`src/rtl/acorn_absorb_seq.sv`:
```
`default_nettype none
// ============================================================================
//  Module      : acorn_absorb_seq
//  Description : W-lane ACORN absorb sequencer. Streams byte-aligned payload
//                (associated data or message) to a W-step state-update core,
//                appends the 1-then-255-zeros padding and produces the ca/cb
//                control bits for every step.
//  Revision    : 1.0 - initial parametrised release
// ============================================================================
module acorn_absorb_seq #(
    parameter int W     = 8,
    parameter int LEN_W = 16
) (
    input  logic             clk,
    input  logic             rst,
    input  logic             start,
    input  logic             mode,
    input  logic [LEN_W-1:0] len_bits,
    input  logic [W-1:0]     s_data,
    input  logic             s_valid,
    output logic             s_ready,
    output logic [W-1:0]     step_m,
    output logic [W-1:0]     step_ca,
    output logic [W-1:0]     step_cb,
    output logic             step_valid,
    input  logic             step_ready,
    output logic             busy,
    output logic             done
);

    localparam int c_LOG2W = (W == 1) ? 0 : (W == 2) ? 1 : (W == 4) ? 2 : 3;
    localparam int c_CNT_W = LEN_W - c_LOG2W + 1;

    // Pad phase is 256 steps; ca stays high for the first 128 of them.
    localparam logic [c_CNT_W-1:0] c_PAD_INIT = c_CNT_W'(256 / W);
    localparam logic [c_CNT_W-1:0] c_CA_LIMIT = c_CNT_W'(128 / W);
    localparam logic [c_CNT_W-1:0] c_CNT_ONE  = c_CNT_W'(1);
    localparam logic [W-1:0]       c_LANE0    = W'(1);

    // Only power-of-two lane counts that divide a byte are supported.
    generate
        if (!(W == 1 || W == 2 || W == 4 || W == 8)) begin : g_bad_w
            $error("acorn_absorb_seq: W must be 1, 2, 4 or 8");
        end
    endgenerate

    typedef enum logic [1:0] {
        S_IDLE = 2'd0,
        S_DATA = 2'd1,
        S_PAD  = 2'd2,
        S_FIN  = 2'd3
    } state_t;

    state_t               r_state;
    logic                 r_mode;
    logic [c_CNT_W-1:0]   r_data_cnt;
    logic [c_CNT_W-1:0]   r_pad_cnt;

    logic                 w_step_valid;
    logic                 w_s_ready;
    logic [W-1:0]         w_m;
    logic [W-1:0]         w_ca;
    logic [W-1:0]         w_cb;
    logic                 w_step_fire;
    logic [c_CNT_W-1:0]   w_data_words;

    // Words of payload: len_bits is a byte multiple, so the shift is exact.
    assign w_data_words = c_CNT_W'({1'b0, len_bits} >> c_LOG2W);
    assign w_step_fire  = w_step_valid & step_ready;

    // Step word generation: payload pass-through in DATA, padding in PAD.
    always_comb begin
        w_step_valid = 1'b0;
        w_s_ready    = 1'b0;
        w_m          = '0;
        w_ca         = '0;
        w_cb         = '0;
        case (r_state)
            S_DATA: begin
                w_step_valid = s_valid;
                w_s_ready    = step_ready;
                w_m          = s_data;
                w_ca         = '1;
                w_cb         = {W{~r_mode}};
            end
            S_PAD: begin
                w_step_valid = 1'b1;
                w_m          = (r_pad_cnt == c_PAD_INIT) ? c_LANE0 : '0;
                w_ca         = (r_pad_cnt > c_CA_LIMIT) ? '1 : '0;
                w_cb         = {W{~r_mode}};
            end
            default: begin
            end
        endcase
    end

    // Pass sequencing: latch the request, count payload and pad words.
    always_ff @(posedge clk) begin
        if (rst) begin
            r_state    <= S_IDLE;
            r_mode     <= 1'b0;
            r_data_cnt <= '0;
            r_pad_cnt  <= '0;
        end else begin
            case (r_state)
                S_IDLE: begin
                    if (start) begin
                        r_mode     <= mode;
                        r_data_cnt <= w_data_words;
                        r_pad_cnt  <= c_PAD_INIT;
                        r_state    <= (len_bits != '0) ? S_DATA : S_PAD;
                    end
                end
                S_DATA: begin
                    if (w_step_fire) begin
                        r_data_cnt <= r_data_cnt - c_CNT_ONE;
                        if (r_data_cnt == c_CNT_ONE) begin
                            r_state <= S_PAD;
                        end
                    end
                end
                S_PAD: begin
                    if (w_step_fire) begin
                        r_pad_cnt <= r_pad_cnt - c_CNT_ONE;
                        if (r_pad_cnt == c_CNT_ONE) begin
                            r_state <= S_FIN;
                        end
                    end
                end
                default: begin
                    r_state <= S_IDLE;
                end
            endcase
        end
    end

    assign step_valid = w_step_valid;
    assign s_ready    = w_s_ready;
    assign step_m     = w_m;
    assign step_ca    = w_ca;
    assign step_cb    = w_cb;
    assign busy       = (r_state != S_IDLE);
    assign done       = (r_state == S_FIN);

endmodule
`default_nettype wire

```
`config.mk`:
```
export PLATFORM = sky130hd
export DESIGN_NAME = acorn_absorb_seq
export DESIGN_NICKNAME = d
export VERILOG_FILES = /design/src/rtl/acorn_absorb_seq.sv
export SDC_FILE = /design/constraint.sdc
export NUM_CORES = 1
export LEC_CHECK = 0
export CAP_MARGIN = 20
export CORE_UTILIZATION = 49
export DETAILED_ROUTE_END_ITERATION = 10
export PLACE_DENSITY = 0.81
export REMOVE_ABC_BUFFERS = 1
export SLEW_MARGIN = 15
export SYNTH_ARGS = -nofsm -noshare
export SYNTH_HDL_FRONTEND = slang
export SYNTH_SLANG_ARGS = --single-unit
```
`constraint.sdc`:
```
create_clock -name clk -period 2.3 [get_ports clk]
set_input_delay 0.46 -clock clk [delete_from_list [all_inputs] [get_ports clk]]
set_output_delay 0.46 -clock clk [all_outputs]
set_load 0.05 [all_outputs]
```
==> reports/qor.yml <==
outcome:
  outcome: "complete, but fails checks"
  violations: "negative setup slack"
finish:
  fin_area_um2: 3310
  syn_to_final_growth_pct: 53.9
  n_fill_cell: 251
  nNetsFinal: 381
  final_cells: 394
  multi_input_area_um2: 1380
  antennaDiodeCount: 0
  seq_area_um2: 626
  layout-drive-gt1-share_pct: 26.7
detailed_routing:
  drtIter0Drc: 314
  routed_wirelength_um: 6540
  firstDrtPassIters: 4
  vias: 2431
  ant_nets: 0
  via_per_inst: 6.17
  drc: 0
  avgRoutedWirePerCell_um: 16.6
global_routing:
  antenna_found_initial: 0
  grt_max_degree: 32
  grt_pass1_vias: 2184
  grt_pass1_wl_um: 10000
  grtUsageTotal_pct: 28.9
  gr-total-overflow: 0
floorplanning:
  die_height_um: 68.3
  core_um2: 4120
  rows: 23
  initial_core_util_pct: 52.3
  die_width_um: 68.3
  die_area_um2: 4660
  io_pins: 58
setup_path:
  crit_start: "r_pad_cnt[0]"
  cp.arrival_ns: 1.97
  cpLargestDelayFamily: "compound AO/OA/AOI/OAI gates"
  crit_top_cell: "buf_12"
  r2r_start: "r_pad_cnt[0]"
  worstSetupStartpointType: "flop"
  critical_path.endpoint: "step_ca[6]"
  slowest_delay_ns: 0.40
  crit_chain: "inv_2 > ha_4 > or3b_4 > a21oi_2 > a21boi_1 > o21a_1 > buf_12 > buf_12"
  cp_max_fo: 8
  critPathKind: "reg -> out"
  critPathRequiredTime_ns: 1.84
  r2r_slack_ns: 0.12
  r2r_cells: 7
  cp-end-kind: "output pin"
  critPathSlowestCell: "or3b_4"
  path_buf_inv: 3
  crit_cells: 8
  rr_endpoint: "r_pad_cnt[10]"
sta:
  worst_pin_slew_ns: 0.718
  hold_viol_final: 0
  fmax_mhz: 411
  fin_ws_ns: -0.131
  period_minus_slack_ns: 2.43
  slew_headroom_pct: 52.0
  clock_skew_ns: 0.00791
  rsz0062_at_grt: "yes"
  period_share_pct: 106
  tns_ns: -1.12
  drv_slew: 0
  setup_viol: 9
clocking:
  cts_buffer_depth: 2
  cts_tree: "done"
  clk_latency_ns: 0.29
  cts_max_level: 2
  cts_root_buf: "clkbuf_8"
  numCtsBuffers: 5
  clock_sinks: 31
  path_clk_slew_ns: 0.07
pwr:
  ir_drop_v: 0.00151
  p_total_uw: 6280
  powerDensity_nw_per_um2: 1900
  p_leak_uw: 0.00132
yosys:
  netlist_area_um2: 2150
  synth_edf_count: 0
  ys_ff_latch: 31
  synth_ff_type: "dfxtp_1"
  syn_avg_cell_area_um2: 7.71
  synthArstFlopShare_pct: 0
  ys_types: 54
  ys.warnings.count: 0
  syn_inst: 279
  ys_seq_area_share_pct: 28.9
placement:
  port_buffers: 57
  placed_cells: 383
  gp_congestion: 0.883
  post_dp_cell_area_um2: 3100
  post-dp-hpwl_um: 4450
run:
  drv_cap: 0
hold_path:
  hp-class: "reg -> reg"
[metal layers]
metal / GRT usage, % / vias to the layer above / routed length (um)
met1: 36.7 / 1132 / 2720
met5: 0 / - / 0
met2: 47.5 / 143 / 3080
met3: 6.50 / 16 / 642
met4: 9.90 / 0 / 99
li1: - / 1140 / -
[per-stage QoR]
stage	hold slack, ns	utilization, %	setup WS, ns
floorplan	0.431	-	-4.13
global placement	0.449	75.3	0.00197
detailed placement	0.458	75.3	-0.0399
CTS	0.467	79.3	-0.123
global route	0.498	80.5	-0.194
finish	0.470	80.5	-0.131
[synth_stat cells, types with 2 or more instances]
library cell | n | area [um^2]
nor3_1 | 7 | 35.0
nor4_1 | 6 | 37.5
nor2_1 | 18 | 67.6
or4_4 | 2 | 22.5
mux2_2 | 2 | 22.5
o21ai_0 | 18 | 90.1
a2111oi_0 | 2 | 17.5
xnor2_1 | 4 | 35.0
a21oi_1 | 27 | 135
nor4b_1 | 2 | 17.5
inv_1 | 13 | 48.8
nor2b_1 | 9 | 56.3
nand2_1 | 17 | 63.8
and3_1 | 5 | 31.3
o211ai_1 | 2 | 15.0
nand4_1 | 7 | 43.8
or2_2 | 4 | 25.0
a211oi_1 | 4 | 30.0
a41o_1 | 3 | 30.0
or3b_2 | 2 | 17.5
ha_1 | 8 | 100
a21o_1 | 5 | 37.5
buf_4 | 15 | 113
dfxtp_1 | 31 | 621
nand3_1 | 5 | 25.0
o31ai_1 | 3 | 22.5
clkbuf_1 | 12 | 45.0
and2_1 | 8 | 50.1
or3_1 | 2 | 12.5
or4_1 | 3 | 22.5
a31oi_1 | 8 | 50.1
o21a_1 | 3 | 22.5
[placed cells by master (no fill, tap or decap), drive strengths merged, types with 2 or more instances in the layout]
cell type / count
nor2b: 9
clkinv: 2
nor3b: 2
nand3: 5
dfxtp: 31
and2: 8
or2: 5
nand4: 7
mux2: 2
a211oi: 4
inv: 13
a21oi: 27
buf: 55
clkdlybuf4s50: 30
or3b: 2
nand2: 17
a2111oi: 2
nor4: 7
xnor2: 4
o31ai: 3
a41o: 3
and3: 5
nor3: 7
o21ai: 18
or3: 3
clkbuf: 6
ha: 8
or4: 5
nor2: 18
o21a: 3
nor4b: 2
a2111o: 2
a21o: 5
a31oi: 8
o211ai: 2
[worst reg2reg max path, cell delays in order, from the launching register on]
cell      delay [ns]
dfxtp_2         0.33
inv_2           0.08
ha_4            0.13
or3b_4          0.40
buf_4           0.16
a211oi_1        0.51
a31oi_1         0.18
a41o_1          0.26
[where the power goes]
group	switching (uW)	internal, uW	total [uW]
clock network	214	350	564
registers	264	771	1040
logic	2510	2180	4680
[repair_timing]
action / CTS / global route
endpoints found under the setup margin: 9 / 28
buffers inserted: 2 / 0
hold buffers: 0 / 0
gates cloned: 0 / 1
pin swaps: 2 / 2
gates resized for setup: 10 / 9
[logic make-up after synthesis]
logic type,after synthesis,synth area share [%]
DFF,31,28.9
buffers and inverters,43,10.5
AOI/OAI and AO/OA,86,25.4
muxes,2,1.05
and+or+nand+nor,105,27.9
adders and majority gates,8,4.65
xor gates and xnor gates,4,1.63
[state kept, by name (all words and copies together), names as in the netlist]
signal,count
r_mode,1
r_data_cnt,14
r_state,2
r_pad_cnt,14
[cell type report]
cell class,count,share of cell area (%)
Clock inverter,2,1.06
Inverter,14,1.59
Tap cell,50,1.89
Timing Repair Buffer,85,32.5
Multi-Input combinational cell,206,41.6
Sequential cell,31,18.9
Clock buffer,6,2.49
[worst min path at each step]
stage | startpoint | to | cells after the start
5_1_grt | r_data_cnt[12] | r_data_cnt[12] | 2
3_3_place_gp | r_data_cnt[12] | r_data_cnt[12] | 2
4_1_cts | r_data_cnt[12] | r_data_cnt[12] | 2
2_1_floorplan | r_mode | r_mode | 2
6_report | r_data_cnt[12] | r_data_cnt[12] | 2
3_5_place_dp | r_data_cnt[12] | r_data_cnt[12] | 2
(Power assumes the default switching activity.)
==> RTL edit: new RTL, config.mk and constraints unchanged <==
Set the parameter `LEN_W` to 32 (it was 16).
--- a/src/rtl/acorn_absorb_seq.sv
+++ b/src/rtl/acorn_absorb_seq.sv
@@ -10,5 +10,5 @@
 module acorn_absorb_seq #(
     parameter int W     = 8,
-    parameter int LEN_W = 16
+    parameter int LEN_W = 32
 ) (
     input  logic             clk,
Ports: changed (resized len_bits); port bits go from 58 to 74. The function was not compared with the original's and may differ.
==> RTL edit against the unedited design <==
- via count increased by 85%
- sequential power rose by 90%
- sequential cell count increased by 32
- wire length rose by 88%
- largest cell class unchanged
- synthesized cell count increased by 87%
- worst setup slack worse by 360 ps
- total power up 79%
- sequential share of layout area rose by 2.7 points
- final area rose by 77%
- the flow still finishes with violations (setup timing)
- area after synthesis increased by 90%
- die area increased by 87%
==> RTL edit: results (changes against the unedited design) <==
| Metric | Value | Unit | Change |
|---|---|---|---|
| Pleak | 2.26 | nW | was 1.32 nW |
| Final setup skew | 8.88 | ps | was 7.91 ps |
| Maximum number of pins on one net before global-route repair | 38 | - | was 32 |
| Worst setup slack before clock tree synthesis | -146 | ps | was -39.9 ps |
| Cell with the biggest individual delay on the critical path | sky130_fd_sc_hd__or4_4 | - | was sky130_fd_sc_hd__or3b_4 |
| Result of the run | finished, violations left | - | unchanged |
| Slew margin rel. | 0.543 | - | was 0.520 |
| Placed Cells incl. Taps | 721 | - | was 383 |
| Sequential cell area | 1260 | um2 | was 626 um2 |
| Failing checks | setup timing | - | unchanged |
| Design Power | 11.2 | mW | was 6.28 mW |
| Worst Path Arrival | 2330 | ps | was 1970 ps |
| Number of iterations in the first detailed-routing pass | 5 | - | was 4 |
| DP Wirelength | 8.30 | mm | was 4.45 mm |
| Final Setup Violations | 10 | - | was 9 |
| Portion of the post-synthesis area used by sequential elements | 0.308 | - | was 0.289 |
| Deepest level of the CTS H-tree | 3 | - | was 2 |
| Worst skew pair latency | 340 | ps | was 290 ps |
| Final worst setup slack | -493 | ps | was -131 ps |
| P_seq | 1.98 | mW | was 1.04 mW |
| Routed wire length per instance | 16.7 | um | was 16.6 um |
| Layout cell share with drive strength beyond 1 | 0.261 | - | was 0.267 |
| Overall Global Routing Usage | 0.281 | - | was 0.289 |
| Delay of the slowest cell on the worst path | 560 | ps | was 400 ps |
| Number of library cell types mapped by synthesis | 63 | - | was 54 |
| Initial cell density of the core | 0.519 | - | was 0.523 |
| Biggest registers after layout | r_data_cnt x30, r_pad_cnt x30, r_state x2 | - | was r_data_cnt x14, r_pad_cnt x14, r_state x2 |
| Number of nets in the layout | 686 | - | was 381 |
| Number of port buffers | 73 | - | was 57 |
## RTL edit: cell count changes after synthesis, sizes merged, moves of 10 or more
cell / unedited run / this run
nor4: 7 / 31
nor2: 18 / 40
nand3: 5 / 16
clkbuf: 13 / 32
a21oi: 27 / 37
nand2: 17 / 37
o21ai: 18 / 30
nor3: 7 / 22
dfxtp: 31 / 63
## RTL edit: repair_timing
item / in CTS / in global routing
resized for setup: 29 / 25
pin swaps: 5 / 4
setup buffers: 1 / 1
setup endpoints to repair: 21 / 28
## RTL edit: logic make-up (layout without fill, tap and decap cells)
kind of cell             Yosys count  count (layout)  synth area share
AO/OA/AOI/OAI                    141             141             0.228
XOR/XNOR                          18              18            0.0385
multiplexers                       2               2           0.00520
adder cells (fa/ha/maj)            8               8            0.0245
flip-flops                        63              63             0.308
buffers and inverters             63             177            0.0730
AND/OR/NAND/NOR                  226             226             0.322
## RTL edit: area by class of cell
type                            instances  area share
Multi-Input combinational cell        395       0.459
Timing Repair Buffer                  151       0.269
Sequential cell                        63       0.216
Clock buffer                           10      0.0218
Tap cell                              102      0.0218
Inverter                               12     0.00770
Clock inverter                          4     0.00428
## RTL edit: final timing paths
| kind | start | end | slack (ps) | cells after the start |
|---|---|---|---|---|
| max | r_pad_cnt[6] | step_ca[5] | -490 | 7 |
| min | r_mode | r_mode | 470 | 2 |
| max reg2reg | r_state[1] | r_state[1] | -80 | 7 |
| min reg2reg | r_mode | r_mode | 470 | 2 |
## RTL edit: routing by layer
metal	GRT usage	share of wire	vias to the layer above
met5	0	0	-
met4	0.0718	0.020	0
met3	0.0626	0.061	22
met2	0.504	0.52	184
met1	0.335	0.40	2136
li1	-	-	2147
